### src/rtl/disp_sched_pkg.sv
// Shared types and defaults for the two-requester display scheduler.
package disp_sched_pkg;

    localparam int unsigned DEF_TICK_DIV   = 5000;
    localparam int unsigned DEF_HOLD_TICKS = 500;
    localparam int unsigned VAL_W          = 16;
    localparam int unsigned PT_W           = 4;

    typedef enum logic [1:0] {
        IDLE = 2'd0,
        LOAD = 2'd1,
        HOLD = 2'd2
    } state_t;

    // Round-robin pick: a lone request wins, a tie goes to the non-owner.
    function automatic logic pick_winner(input logic [1:0] req, input logic owner);
        logic w;
        if (req == 2'b11) begin
            w = ~owner;
        end else begin
            w = req[1];
        end
        return w;
    endfunction

endpackage

### src/rtl/disp_tick_gen.sv
// Free-running divider: one-cycle tick every TICK_DIV clk5 cycles.
module disp_tick_gen
    import disp_sched_pkg::*;
#(
    parameter int unsigned TICK_DIV = DEF_TICK_DIV
) (
    input  logic clk5,
    input  logic reset,
    output logic tick
);

    localparam int unsigned CNT_W = (TICK_DIV > 1) ? $clog2(TICK_DIV) : 1;
    localparam logic [CNT_W-1:0] CNT_LAST = CNT_W'(TICK_DIV - 1);
    localparam logic [CNT_W-1:0] CNT_PRE  = CNT_W'(TICK_DIV - 2);

    logic [CNT_W-1:0] r_cnt;
    logic             r_tick;

    // Count 0..TICK_DIV-1; tick is registered so it is high exactly while r_cnt is at its last value.
    always_ff @(posedge clk5) begin
        if (reset) begin
            r_cnt  <= '0;
            r_tick <= 1'b0;
        end else begin
            r_cnt  <= (r_cnt == CNT_LAST) ? '0 : r_cnt + CNT_W'(1);
            r_tick <= (r_cnt == CNT_PRE);
        end
    end

    assign tick = r_tick;

endmodule

### src/rtl/disp_scheduler.sv
// Two-requester display arbiter: grant, load one value, hold it for a number of ticks.
// Optional feature macro: DISP_SCHED_IDLE_PATTERN_EN (show IDLE_VAL whenever the display goes idle).
module disp_scheduler
    import disp_sched_pkg::*;
#(
    parameter int unsigned      TICK_DIV   = DEF_TICK_DIV,
    parameter int unsigned      HOLD_TICKS = DEF_HOLD_TICKS,
    parameter logic [VAL_W-1:0] IDLE_VAL   = 16'h0000
) (
    input  logic             clk5,
    input  logic             reset,
    input  logic [1:0]       req,
    input  logic [VAL_W-1:0] val0,
    input  logic [VAL_W-1:0] val1,
    input  logic [PT_W-1:0]  pt0,
    input  logic [PT_W-1:0]  pt1,
    output logic [1:0]       ack,
    output logic [VAL_W-1:0] dispVal,
    output logic [PT_W-1:0]  point,
    output logic             busy,
    output logic             owner
);

    localparam int unsigned      HOLD_W    = $clog2(HOLD_TICKS + 1);
    localparam logic [HOLD_W-1:0] HOLD_MAX  = HOLD_W'(HOLD_TICKS);
    localparam logic [HOLD_W-1:0] HOLD_LAST = HOLD_W'(HOLD_TICKS - 1);

`ifdef DISP_SCHED_IDLE_PATTERN_EN
    localparam bit IDLE_PAT_EN = 1'b1;
`else
    localparam bit IDLE_PAT_EN = 1'b0;
`endif

    state_t            r_state;
    logic              r_winner;
    logic [HOLD_W-1:0] r_hold_cnt;
    logic              r_idle_new;
    logic [1:0]        r_ack;
    logic [VAL_W-1:0]  r_disp;
    logic [PT_W-1:0]   r_point;
    logic              r_busy;
    logic              r_owner;

    logic w_tick;
    logic w_winner;
    logic w_hold_done;

    disp_tick_gen #(
        .TICK_DIV (TICK_DIV)
    ) u_tick_gen (
        .clk5  (clk5),
        .reset (reset),
        .tick  (w_tick)
    );

    assign w_winner = pick_winner(req, r_owner);

    // Hold ends on the tick that brings the count to HOLD_TICKS (or if it is already there).
    assign w_hold_done = (r_hold_cnt == HOLD_MAX) ||
                         (w_tick && (r_hold_cnt == HOLD_LAST));

    // Scheduler FSM with all outputs registered alongside the state.
    always_ff @(posedge clk5) begin
        if (reset) begin
            r_state    <= IDLE;
            r_winner   <= 1'b0;
            r_hold_cnt <= '0;
            r_idle_new <= 1'b0;
            r_ack      <= 2'b00;
            r_disp     <= '0;
            r_point    <= '0;
            r_busy     <= 1'b0;
            r_owner    <= 1'b1;
        end else begin
            r_ack <= 2'b00;
            case (r_state)
                IDLE: begin
                    r_idle_new <= 1'b0;
                    if (req != 2'b00) begin
                        r_winner <= w_winner;
                        r_state  <= LOAD;
                        r_busy   <= 1'b1;
                    end else if (IDLE_PAT_EN && r_idle_new) begin
                        r_disp  <= IDLE_VAL;
                        r_point <= '0;
                    end
                end
                LOAD: begin
                    r_disp     <= r_winner ? val1 : val0;
                    r_point    <= r_winner ? pt1 : pt0;
                    r_ack      <= r_winner ? 2'b10 : 2'b01;
                    r_owner    <= r_winner;
                    // A tick landing on the LOAD cycle already counts toward the hold.
                    r_hold_cnt <= w_tick ? HOLD_W'(1) : '0;
                    r_state    <= HOLD;
                end
                HOLD: begin
                    if (w_tick && (r_hold_cnt != HOLD_MAX)) begin
                        r_hold_cnt <= r_hold_cnt + HOLD_W'(1);
                    end
                    if (w_hold_done) begin
                        r_state    <= IDLE;
                        r_busy     <= 1'b0;
                        r_idle_new <= 1'b1;
                    end
                end
                default: begin
                    r_state <= IDLE;
                    r_busy  <= 1'b0;
                end
            endcase
        end
    end

    assign ack     = r_ack;
    assign dispVal = r_disp;
    assign point   = r_point;
    assign busy    = r_busy;
    assign owner   = r_owner;

endmodule

### config.mk
export PLATFORM = sky130hd
export DESIGN_NAME = disp_scheduler
export DESIGN_NICKNAME = d
export VERILOG_FILES = /design/src/rtl/disp_sched_pkg.sv /design/src/rtl/disp_tick_gen.sv /design/src/rtl/disp_scheduler.sv
export SDC_FILE = /design/constraint.sdc
export NUM_CORES = 1
export LEC_CHECK = 0
export BUFFER_PORTS_ARGS = -buffer_cell sky130_fd_sc_hd__buf_2
export CAP_MARGIN = 25
export CORE_ASPECT_RATIO = 1.25
export CORE_MARGIN = 3
export CORE_UTILIZATION = 51
export DETAILED_ROUTE_END_ITERATION = 7
export PLACE_DENSITY = 0.77
export SLEW_MARGIN = 15
export SYNTH_ARGS = -nofsm -noshare
export SYNTH_HDL_FRONTEND = slang
export SYNTH_SLANG_ARGS = --single-unit
export TNS_END_PERCENT = 10
### constraint.sdc
create_clock -name clk5 -period 2.1 [get_ports clk5]
set_input_delay 0.315 -clock clk5 [delete_from_list [all_inputs] [get_ports clk5]]
set_output_delay 0.315 -clock clk5 [all_outputs]
set_load 0.01 [all_outputs]
* Yosys cells after proc, flatten, opt, wreduce, memory -nomap -nowiden *
Index checks and enable logic that the tools add are counted.

storage, ports and cells
  flip-flop bits (word level) = 50
  input bits = 44
  output and inout bits = 24
  logic and storage cells = 50

operators by class
  add/sub/neg operators = 2
  equal/unequal tests = 11
  multiplexer cells = 13
  bitwise operators = 2
  reduce and logical (&&, ||, !) cells = 12

operator list
  kind                                                             count
  13-bit == test, second input constant                            2
  9-bit == test, second input constant                             2
  9-bit case mux with 2 select lines                               1
  16-bit 2-to-1 mux                                                1
  13-bit by 1-bit adder with 13-bit output, second input constant  1
  9-bit by 1-bit adder with 9-bit output, second input constant    1
  9-bit 2-to-1 mux                                                 1
  9-bit != test, second input constant                             1
  2-bit 2-to-1 mux                                                 3
  2-bit != test, second input constant                             3
  2-bit case mux with 3 select lines                               1
  2-bit AND reduction                                              3
  2-bit == test, second input constant                             2
  1-bit 2-to-1 mux                                                 4
  4-bit 2-to-1 mux                                                 1
  2-bit nonzero test                                               2
  2-bit OR reduction                                               2
  1-bit case mux with 3 select lines                               1
  3-bit AND reduction                                              1
  2-bit by 1-bit == test with 1-bit output, second input constant  1
  1-bit logical AND                                                2
  2-bit logical NOT                                                1
  1-bit inverter                                                   2
  1-bit logical OR                                                 1

* Longest topological paths before layout *
Gate-level depths: netlist (run 1).

  depth in word-level cells = 5
  mapped depth = 7
  gate-level depth less buffers = 6

* Hierarchy *
Synthesis (run 1) repeated with hierarchy kept, for this count alone.

second synthesis, totals
  cells, all modules = 253
  area, all modules = 2,336.0 µm²

by module, submodules not included
  module          times used  cells an instance  area an instance (µm²)  seq. area each (µm²)
  disp_scheduler  1           186                1,692.9                 720.7
  disp_tick_gen   1           67                 643.1                   280.3

* Worst setup path after synthesis (run 1) *
OpenSTA, ideal clock, no wires.

  path type = reg-to-reg
  from = register r_hold_cnt[0]
  to = register r_hold_cnt[8]
  library setup time = 0.074 ns
  arrival time = 1.453 ns
  data required time = 2.026 ns
  path slack = 0.573 ns
  stages on the path, launching flop included = 7
  path buffers = 0
  clock period less this slack = 1.527 ns
  cells stage by stage = dfxtp_1 -> inv_1 -> ha_1 -> nand4_1 -> o21ai_2 -> or4_1 -> a31oi_1

between the ends
  longest elaborated chain between the ends = 4
  elaborated cells on any way between the ends = 7
  those cells by class = 1 x add/sub; 2 x eq/ne; 2 x mux; 2 x reduce/logical

ends and longest elaborated chain
  item                                                                            line                  text
  start: declaration                                                              disp_scheduler.sv:36  logic [HOLD_W-1:0] r_hold_cnt;
  start signal: assignment                                                        disp_scheduler.sv:94  r_hold_cnt <= w_tick ? HOLD_W'(1) : '0;
  start signal: assignment                                                        disp_scheduler.sv:99  r_hold_cnt <= r_hold_cnt + HOLD_W'(1);
  branches (longest 4 deep; another with 9-bit by 1-bit adder with 9-bit output)  n/a

Parallel ways; which one is timed is not known. The select of a mux whose other input is x is not followed.
A chain may end at the register's enable or synchronous reset.

* Final worst setup path (run 1) *
  from = register r_hold_cnt[0]
  to = register r_hold_cnt[2]

Same word-level chain as after synthesis.

==> reports/metrics.yaml, run 1 <==
floorplanning:
  die_w_um: 65.7
  rows: 26
  die_area_sq_mm: 0.00529
  core_sq_mm: 0.00420
  dieHeight_um: 80.6
  initial_core_util: 0.541
  ioPinCount: 68
worst_setup_path:
  cp.arrival_ns: 2.11
  crit_fanout: 14
  cp-end-kind: "register"
  critPathBufInv: 1
  cp_top_family: "compound AO/OA/AOI/OAI gates"
  setup.worst_path.start_class: "register"
  cp_cell_sequence: "inv_1 -> ha_1 -> nand4_1 -> o21ai_2 -> mux2_2 -> a211oi_1"
  cpPeakStageDelay_ns: 0.45
  slowest_stage: "o21ai_2"
  worstPathRequired_ns: 2.31
  path_class: "reg2reg"
global_routing:
  grt_overflow: 0
  grt_pass1_vias: 1801
  antenna_found_initial: 0
  grt_usage: 0.182
  grt_max_degree: 42
  grt_pass1_wl_um: 7620
sta:
  fmax_mhz: 528
  worst_pin_slew_ns: 0.490
  min_period_ns: 1.89
  timing.slew.headroom: 0.673
  hold_ws_ns: 0.294
  setup-tns-final_ns: 0
  hold_violations: 0
  slew_violations: 0
  fin_worst_skew_ns: 0.00468
  rsz0062_at_grt: "false"
  setup_viol: 0
  period_share: 0.902
power_and_ir_drop:
  power_density_mw_per_mm2: 741
  p_leak_nw: 1.10
  ir_worst_vdd_mv: 0.471
synthesis:
  synth_top_area_share: 0.441
  synthCells: 254
  ys_seq_area_frac: 0.441
  synth.area.top_cells: "dfxtp_1, mux2i_1, a211oi_1"
  yosysTopAreaCell: "dfxtp_1"
  synth_cell_types: 40
  synth_edf_count: 0
  ys_ff_latch: 50
  synth_most_common_cell: "dfxtp_1"
  synthTopCellsByCount: "dfxtp_1, nor2_1, a211oi_1, mux2i_1, nand2_1"
  synthFlopType: "dfxtp_1"
  ys_warn_count: 0
  avgSynthCellArea_sq_um: 8.94
  synth-async-reset-ratio: 0
  synthesis.area_sq_mm: 0.00227
  syn_nets: 302
route:
  ant_nets: 0
  via_per_inst: 5.29
  routed_wl_um: 4670
  route.detailed.drc: 0
  dr.pass1.iters: 4
  drt_iter0_markers: 133
  vias: 1974
  wire_per_inst_um: 12.5
clocking:
  cts.clk_slew.worst_paths_ns: 0.09
  post_cts_buffers: 0
  numCtsBuffers: 5
  htreeDepth: 2
  root_buffer: "clkbuf_8"
  clk_latency_ns: 0.30
  cts_hold_buf: 0
  cts_sinks: 50
  tritoncts: "yes"
  cts_resized: 0
  clockBufferDepth: 2
place:
  portBuffers: 67
  post-dp-hpwl_um: 3510
  dp.cells: 365
  place.gp.congestion: 0.876
layout:
  drive_gt1_frac: 0.252
  antenna_cells: 0
  fill_cells: 355
  instances_no_fill: 373
  syn_to_final_growth_pct: 20.9
  final_nets: 364
job:
  cap_viol_max_count: 0
outcome:
  outcome: "finished clean"
min_path:
  hp-class: "in2reg"
[worst register-to-register path: cells and delay by family (launching register included)]
kind                       cells  cell delay [ns]
and+or+nand+nor                1             0.16
buffers and inverters          1             0.07
AOI/OAI and AO/OA              2             0.67
DFF                            1             0.36
adders and majority gates      1             0.16
muxes                          1             0.39
[metrics by stage]
step / total power [mW] / area [sq um] / util / setup slack (ns)
final: 2.04 / 2750 / 0.654 / 0.205
after global routing: 2.13 / 2750 / 0.654 / 0.00358
after CTS: 2.06 / 2750 / 0.654 / 0.202
after detailed placement: 1.41 / 2640 / 0.629 / 0.231
after global placement: 1.40 / 2640 / 0.629 / 0.318
after floorplan: 1.28 / 2270 / - / 0.573
[routing by layer]
metal / GRT usage / part of all wire
met1: 0.197 / 0.41
met2: 0.330 / 0.53
met3: 0.0490 / 0.044
met4: 0.0664 / 0.016
met5: 0 / 0
[path summary, 6_finish.rpt]
kind | startpoint | cells after the start | slack (ns) | endpoint
worst max-delay path | r_hold_cnt[0] | 6 | 0.21 | r_hold_cnt[2]
worst min-delay path | req[1] | 3 | 0.29 | r_winner
worst max register to register | r_hold_cnt[0] | 6 | 0.21 | r_hold_cnt[2]
worst min register to register | u_tick_gen.r_cnt[0] | 1 | 0.47 | u_tick_gen.r_cnt[0]
[where the power goes]
part           internal, mW  switching, mW  leakage, nW
logic                 0.156          0.174        0.635
registers              1.01         0.0445        0.408
clock network         0.357          0.294       0.0524
total                  1.52          0.512         1.10
[area by class of cell]
cell class                      count  area (sq um)  share of cell area
Clock buffer                        7          76.3              0.0278
Multi-Input combinational cell    183          1180               0.428
Sequential cell                    50          1000               0.364
Timing Repair Buffer               70           370               0.135
Clock inverter                      1          30.0              0.0109
Inverter                            6          22.5             0.00820
Tap cell                           56          70.1              0.0255
[registers in the layout, summed over array words and instances (netlist names)]
register and flops:
ack 2, busy 1, dispVal 16, owner 1, point 4, r_hold_cnt 9
r_state 2, r_winner 1, u_tick_gen.r_cnt 13, u_tick_gen.tick 1
[cells in the final DEF, fill, tap and decap left out, types with 3 or more instances in the layout]
master    netlist  layout
a211oi_1       23      23
a31oi_1         4       4
buf_2           6      67
clkbuf_8        0       5
dfxtp_1        50      50
ha_1            4       4
inv_1           6       6
mux2i_1        21      21
nand2_1        16      16
nand3_1        15      15
nand4_1         4       4
nor2_1         41      41
nor3_1          6       6
nor3b_1         3       3
o21ai_0         5       5
or3_1           4       4
xnor2_1         9       9
[kinds of logic after synthesis]
family | count (synthesis) | synth area share
adders and majority gates | 4 | 0.0220
buffers and inverters | 21 | 0.0413
xor gates and xnor gates | 11 | 0.0424
AOI/OAI and AO/OA | 44 | 0.138
and+or+nand+nor | 101 | 0.213
muxes | 23 | 0.102
DFF | 50 | 0.441
(Power assumes the default switching activity.)
==> inputs of run 2 (changes only) <==
==> constraint.sdc (replaced) <==
create_clock -name clk5 -period 2.1 [get_ports clk5]
set_input_delay 0.105 -clock clk5 [delete_from_list [all_inputs] [get_ports clk5]]
set_output_delay 0.105 -clock clk5 [all_outputs]
set_load 0.01 [all_outputs]
==> run 2 against run 1 <==
Effect of this change:
- fmax up 0.94%
- non-clock buffer count did not move
- cell area fell by 0.27%
- power shrank 4.1%
- combinational power is essentially flat
- routed wire length up 1.0%
- critical path depth is the same
- setup slack improved by 0.018 ns
- sequential power hardly changed
- core utilization is 0.18 points lower
- count of clock-buffer cells in the layout unchanged
- largest power group unchanged
==> reports/metrics.yaml, run 2 (synthesis results as in run 1) <==
sta:
  slew_violations: 0  # unchanged
  hold_violations: 0  # unchanged
  setup-tns-final_ns: 0  # unchanged
  worst_pin_slew_ns: 0.409  # -0.0807 ns
  setup_viol: 0  # unchanged
  fmax_mhz: 533  # +0.94%
  timing.slew.headroom: 0.727  # +0.0535
  hold_ws_ns: 0.0652  # -0.229 ns
  period_share: 0.894  # -0.00840
  rsz0062_at_grt: "false"
  fin_worst_skew_ns: 0.00471  # +0.0000343 ns
  min_period_ns: 1.88  # -0.0176 ns
  fin_ws_ns: 0.223  # +0.0176 ns
layout:
  design_area_sq_mm: 0.00274  # -0.27%
  final_cell_mix: "buf_2, dfxtp_1, nor2_1"
  fill_cells: 357  # +0.56%
  instances_no_fill: 373  # unchanged
  drive_gt1_frac: 0.256  # +0.00315
  antenna_cells: 0  # unchanged
  utilization: 0.653  # -0.00179
  final_common_cell: "buf_2"
  largest_reg_flops: 16  # unchanged
  syn_to_final_growth_pct: 20.6
  final_nets: 364  # unchanged
clocking:
  root_buffer: "clkbuf_8"
  tritoncts: "yes"
  numCtsBuffers: 5  # unchanged
  htreeDepth: 2  # unchanged
  clk_latency_ns: 0.30  # about the same
  cts.clk_slew.worst_paths_ns: 0.09  # about the same
  clockBufferDepth: 2  # unchanged
  cts_sinks: 50  # unchanged
  cts_hold_buf: 0  # unchanged
worst_setup_path:
  setup.worst_path.start_class: "register"
  cp_cell_sequence: "inv_1 -> ha_1 -> nand4_1 -> o21ai_4 -> mux2_2 -> a211oi_1"
  cp_top_family: "compound AO/OA/AOI/OAI gates"
  cp.arrival_ns: 2.09  # -0.02 ns
  slowest_stage: "mux2_2"
  cpPeakStageDelay_ns: 0.39  # -0.06 ns
  crit_fanout: 14  # unchanged
  critPathBufInv: 1  # unchanged
  worstPathRequired_ns: 2.31  # about the same
  path_class: "reg2reg"
  cp-end-kind: "register"
route:
  drt_iter0_markers: 145  # +9.0%
  ant_nets: 0  # unchanged
  wire_per_inst_um: 12.6  # +1.0%
  via_per_inst: 5.36  # +1.3%
  vias: 2000  # +1.3%
  route.detailed.drc: 0  # unchanged
  dr.pass1.iters: 4  # unchanged
  routed_wl_um: 4710  # +1.0%
floorplanning:
  core_sq_mm: 0.00420  # unchanged
  die_area_sq_mm: 0.00529  # unchanged
  die_w_um: 65.7  # unchanged
  ioPinCount: 68  # unchanged
  dieHeight_um: 80.6  # unchanged
  rows: 26  # unchanged
  initial_core_util: 0.541  # unchanged
place:
  dp_slack_ns: 0.172  # -0.0586 ns
  post-dp-hpwl_um: 3500  # -0.32%
  place_area_sq_mm: 0.00264  # unchanged
  portBuffers: 67  # unchanged
  dp.cells: 365  # unchanged
  place.gp.congestion: 0.888  # +1.4%
power_and_ir_drop:
  power_mw: 1.95  # -4.1%
  p_leak_nw: 1.09  # -0.28%
  ir_worst_vdd_mv: 0.489  # +3.9%
  power_density_mw_per_mm2: 713  # -3.8%
global_routing:
  grt_max_degree: 42  # unchanged
  grt_pass1_vias: 1876  # +4.2%
  antenna_found_initial: 0  # unchanged
  grt_overflow: 0  # unchanged
  grt_pass1_wl_um: 7880  # +3.3%
  grt_usage: 0.189  # +0.00743
outcome:
  outcome: "finished clean"
job:
  cap_viol_max_count: 0  # unchanged
min_path:
  hp-class: "in2reg"
[run 2: area by class of cell]
cell class | instances | area [sq um] | share of cell area
clock buffer | 7 | 86.3 | 0.0315
timing repair buffer | 70 | 370 | 0.135
clock inverter | 1 | 5.00 | 0.00183
inverter | 6 | 22.5 | 0.00822
tap | 56 | 70.1 | 0.0256
sequential | 50 | 1000 | 0.365
multi-input combinational | 183 | 1180 | 0.432
[run 2: path summary, 6_finish.rpt]
| path | startpoint | to | slack, ns | cells after the start |
|---|---|---|---|---|
| max | r_hold_cnt[0] | r_hold_cnt[2] | 0.22 | 6 |
| max reg2reg | r_hold_cnt[0] | r_hold_cnt[2] | 0.22 | 6 |
| min | req[1] | r_winner | 0.07 | 3 |
| min reg2reg | u_tick_gen.r_cnt[0] | u_tick_gen.r_cnt[0] | 0.47 | 1 |
[run 2: timing repair]
| action | CTS | global route |
|---|---|---|
| gates resized for setup | 0 | 1 |
| setup endpoints to repair | 0 | 1 |
| buffers inserted | 0 | 0 |
[run 2: where the power goes]
part	switching (mW)	internal (mW)	leakage [nW]	total, mW
clock network	0.303	0.266	0.0482	0.569
logic	0.173	0.156	0.636	0.329
registers	0.0432	1.01	0.408	1.05
[run 2: routing by layer]
| layer | GRT usage | part of all wire | up-vias |
|---|---|---|---|
| li1 | - | - | 1027 |
| met1 | 0.207 | 0.41 | 922 |
| met2 | 0.329 | 0.52 | 46 |
| met3 | 0.0559 | 0.058 | 5 |
| met4 | 0.0871 | 0.012 | 0 |
| met5 | 0 | 0 | - |
[run 2: tightest hold or removal path: stages]
cell	delay, ns
buf_2	0.09
a32oi_1	0.07
nor2_1	0.07
==> inputs of run 3 (changes only) <==
--- a/config.mk
+++ b/config.mk
@@ -12,6 +12,7 @@
 export CORE_UTILIZATION = 51
 export DETAILED_ROUTE_END_ITERATION = 7
 export PLACE_DENSITY = 0.77
+export RECOVER_POWER = 25
 export SLEW_MARGIN = 15
 export SYNTH_ARGS = -nofsm -noshare
 export SYNTH_HDL_FRONTEND = slang
==> run 3 against run 2 <==
Effect of this change:
- clock skew about the same
- power fell by 0.39%
- setup slack barely moved
- core utilization fell by 0.54 points
- critical endpoint unchanged
- fmax hardly changed
- hold slack got worse by 0.0011 ns
==> reports/metrics.yaml, run 3 (synthesis results as in run 1) <==
route:
  drt_iter0_markers: 137  # -5.5%
  via_per_inst: 5.37  # about the same
  vias: 2002  # +0.10%
  dr.pass1.iters: 4  # unchanged
  routed_wl_um: 4730  # +0.28%
  ant_nets: 0  # unchanged
  wire_per_inst_um: 12.7  # +0.28%
  route.detailed.drc: 0  # unchanged
min_path:
  hp-class: "in2reg"
  hold_path.startpoint: "req[1]"
  holdPathEnd: "r_winner"
  hold_depth: 3  # unchanged
global_routing:
  grt_pass1_vias: 1876  # unchanged
  antenna_found_initial: 0  # unchanged
  grt_usage: 0.189  # unchanged
  grt_max_degree: 42  # unchanged
  grt_overflow: 0  # unchanged
  grt_pass1_wl_um: 7880  # unchanged
place:
  portBuffers: 67  # unchanged
  place.gp.congestion: 0.888  # unchanged
  place_area_sq_mm: 0.00264  # unchanged
  post-dp-hpwl_um: 3500  # unchanged
layout:
  antenna_cells: 0  # unchanged
  multiInputGateArea_sq_mm: 0.00118  # unchanged
  largest_reg_flops: 16  # unchanged
  utilization: 0.647  # -0.00537
  drive_gt1_frac: 0.199  # -0.0568
  final_cell_mix: "dfxtp_1, buf_2, nor2_1"
  syn_to_final_growth_pct: 19.6
  seq_area_sq_mm: 0.00100  # unchanged
  final_nets: 364  # unchanged
  final_common_cell: "dfxtp_1"
  fill_cells: 367  # +2.8%
  design_area_sq_mm: 0.00272  # -0.82%
sta:
  rsz0062_at_grt: "false"
  timing.slew.headroom: 0.727  # about the same
  fin_worst_skew_ns: 0.00469  # -0.0000260 ns
  slew_violations: 0  # unchanged
  hold_violations: 0  # unchanged
  setup-tns-final_ns: 0  # unchanged
  worst_pin_slew_ns: 0.409  # -0.000299 ns
  min_period_ns: 1.88  # +0.0000500 ns
  setup_viol: 0  # unchanged
  period_share: 0.894  # about the same
  fmax_mhz: 533  # about the same
clocking:
  cts_sinks: 50  # unchanged
  numCtsBuffers: 5  # unchanged
  clockBufferDepth: 2  # unchanged
  root_buffer: "clkbuf_8"
  tritoncts: "yes"
  htreeDepth: 2  # unchanged
  post_cts_buffers: 0  # unchanged
  cts.clk_slew.worst_paths_ns: 0.09  # about the same
  clk_latency_ns: 0.30  # about the same
worst_setup_path:
  slowest_stage: "mux2_2"
  reg2reg_from: "r_hold_cnt[0]"
  cpPeakStageDelay_ns: 0.39  # about the same
  setup.worst_path.start_class: "register"
  cp-end-kind: "register"
  ff2ff_path_depth: 6  # unchanged
  worstReg2RegEnd: "r_hold_cnt[2]"
  path_class: "reg2reg"
  reg2reg_slack_ns: 0.22  # about the same
  cp.arrival_ns: 2.09  # about the same
  cp_cell_sequence: "inv_1 -> ha_1 -> nand4_1 -> o21ai_4 -> mux2_2 -> a211oi_1"
  crit_fanout: 14  # unchanged
  worstPathRequired_ns: 2.31  # about the same
power_and_ir_drop:
  power_mw: 1.95  # -0.39%
  power_density_mw_per_mm2: 716  # +0.44%
  p_leak_nw: 1.02  # -6.6%
  ir_worst_vdd_mv: 0.491  # +0.35%
floorplanning:
  ioPinCount: 68  # unchanged
  die_w_um: 65.7  # unchanged
  core_sq_mm: 0.00420  # unchanged
  dieHeight_um: 80.6  # unchanged
  initial_core_util: 0.541  # unchanged
  rows: 26  # unchanged
  die_area_sq_mm: 0.00529  # unchanged
job:
  cap_viol_max_count: 0  # unchanged
outcome:
  outcome: "finished clean"
run 3: final cells by class:
class / instances / share of cell area
clock buffers: 7 / 0.0318
clock inverters: 1 / 0.00184
flip-flops and latches: 50 / 0.368
well taps: 56 / 0.0258
inverters: 6 / 0.00829
multi-input cells: 183 / 0.436
repair buffers: 70 / 0.128
run 3: timing repair:
item                                    CTS  global route
endpoints found under the setup margin    0             1
hold buffers                              0             0
gates resized for setup                   0             1
run 3: how the worst max path moves through the flow:
stage	slack (ns)	cells after the start	startpoint	end
2_1_floorplan	0.57	6	r_hold_cnt[0]	r_hold_cnt[8]
3_3_place_gp	0.32	6	r_hold_cnt[0]	r_hold_cnt[2]
3_5_place_dp	0.17	6	r_hold_cnt[0]	r_hold_cnt[2]
4_1_cts	0.14	6	r_hold_cnt[0]	r_hold_cnt[2]
5_1_grt	0.03	6	r_hold_cnt[0]	r_hold_cnt[2]
6_report	0.22	6	r_hold_cnt[0]	r_hold_cnt[2]
run 3: worst max-delay path: cells and delay by family (launching register included):
family / cells / cell delay [ns]
compound gates: 2 / 0.59
flops: 1 / 0.37
buf+inv: 1 / 0.08
simple gates: 1 / 0.20
fa+ha+maj: 1 / 0.17
mux: 1 / 0.39
run 3: routing by layer:
layer	part of all wire	vias to the layer above	track usage
met2	0.52	44	0.329
met3	0.053	5	0.0559
li1	-	1027	-
met4	0.012	0	0.0871
met5	0	-	0
met1	0.41	926	0.207
run 3: metrics by stage:
step           setup WS (ns)  std cells  hold WS, ns
5_1_grt               0.0283        373       0.0997
3_3_place_gp           0.317        365        0.380
3_5_place_dp           0.172        365        0.386
6_report               0.223        373       0.0641
4_1_cts                0.139        373       0.0536
2_1_floorplan          0.573        254        0.270
run 3: report_power, final:
group	total, mW	internal [mW]	switching [mW]
Sequential	1.06	1.01	0.0445
Combinational	0.319	0.146	0.173
Clock	0.571	0.266	0.304
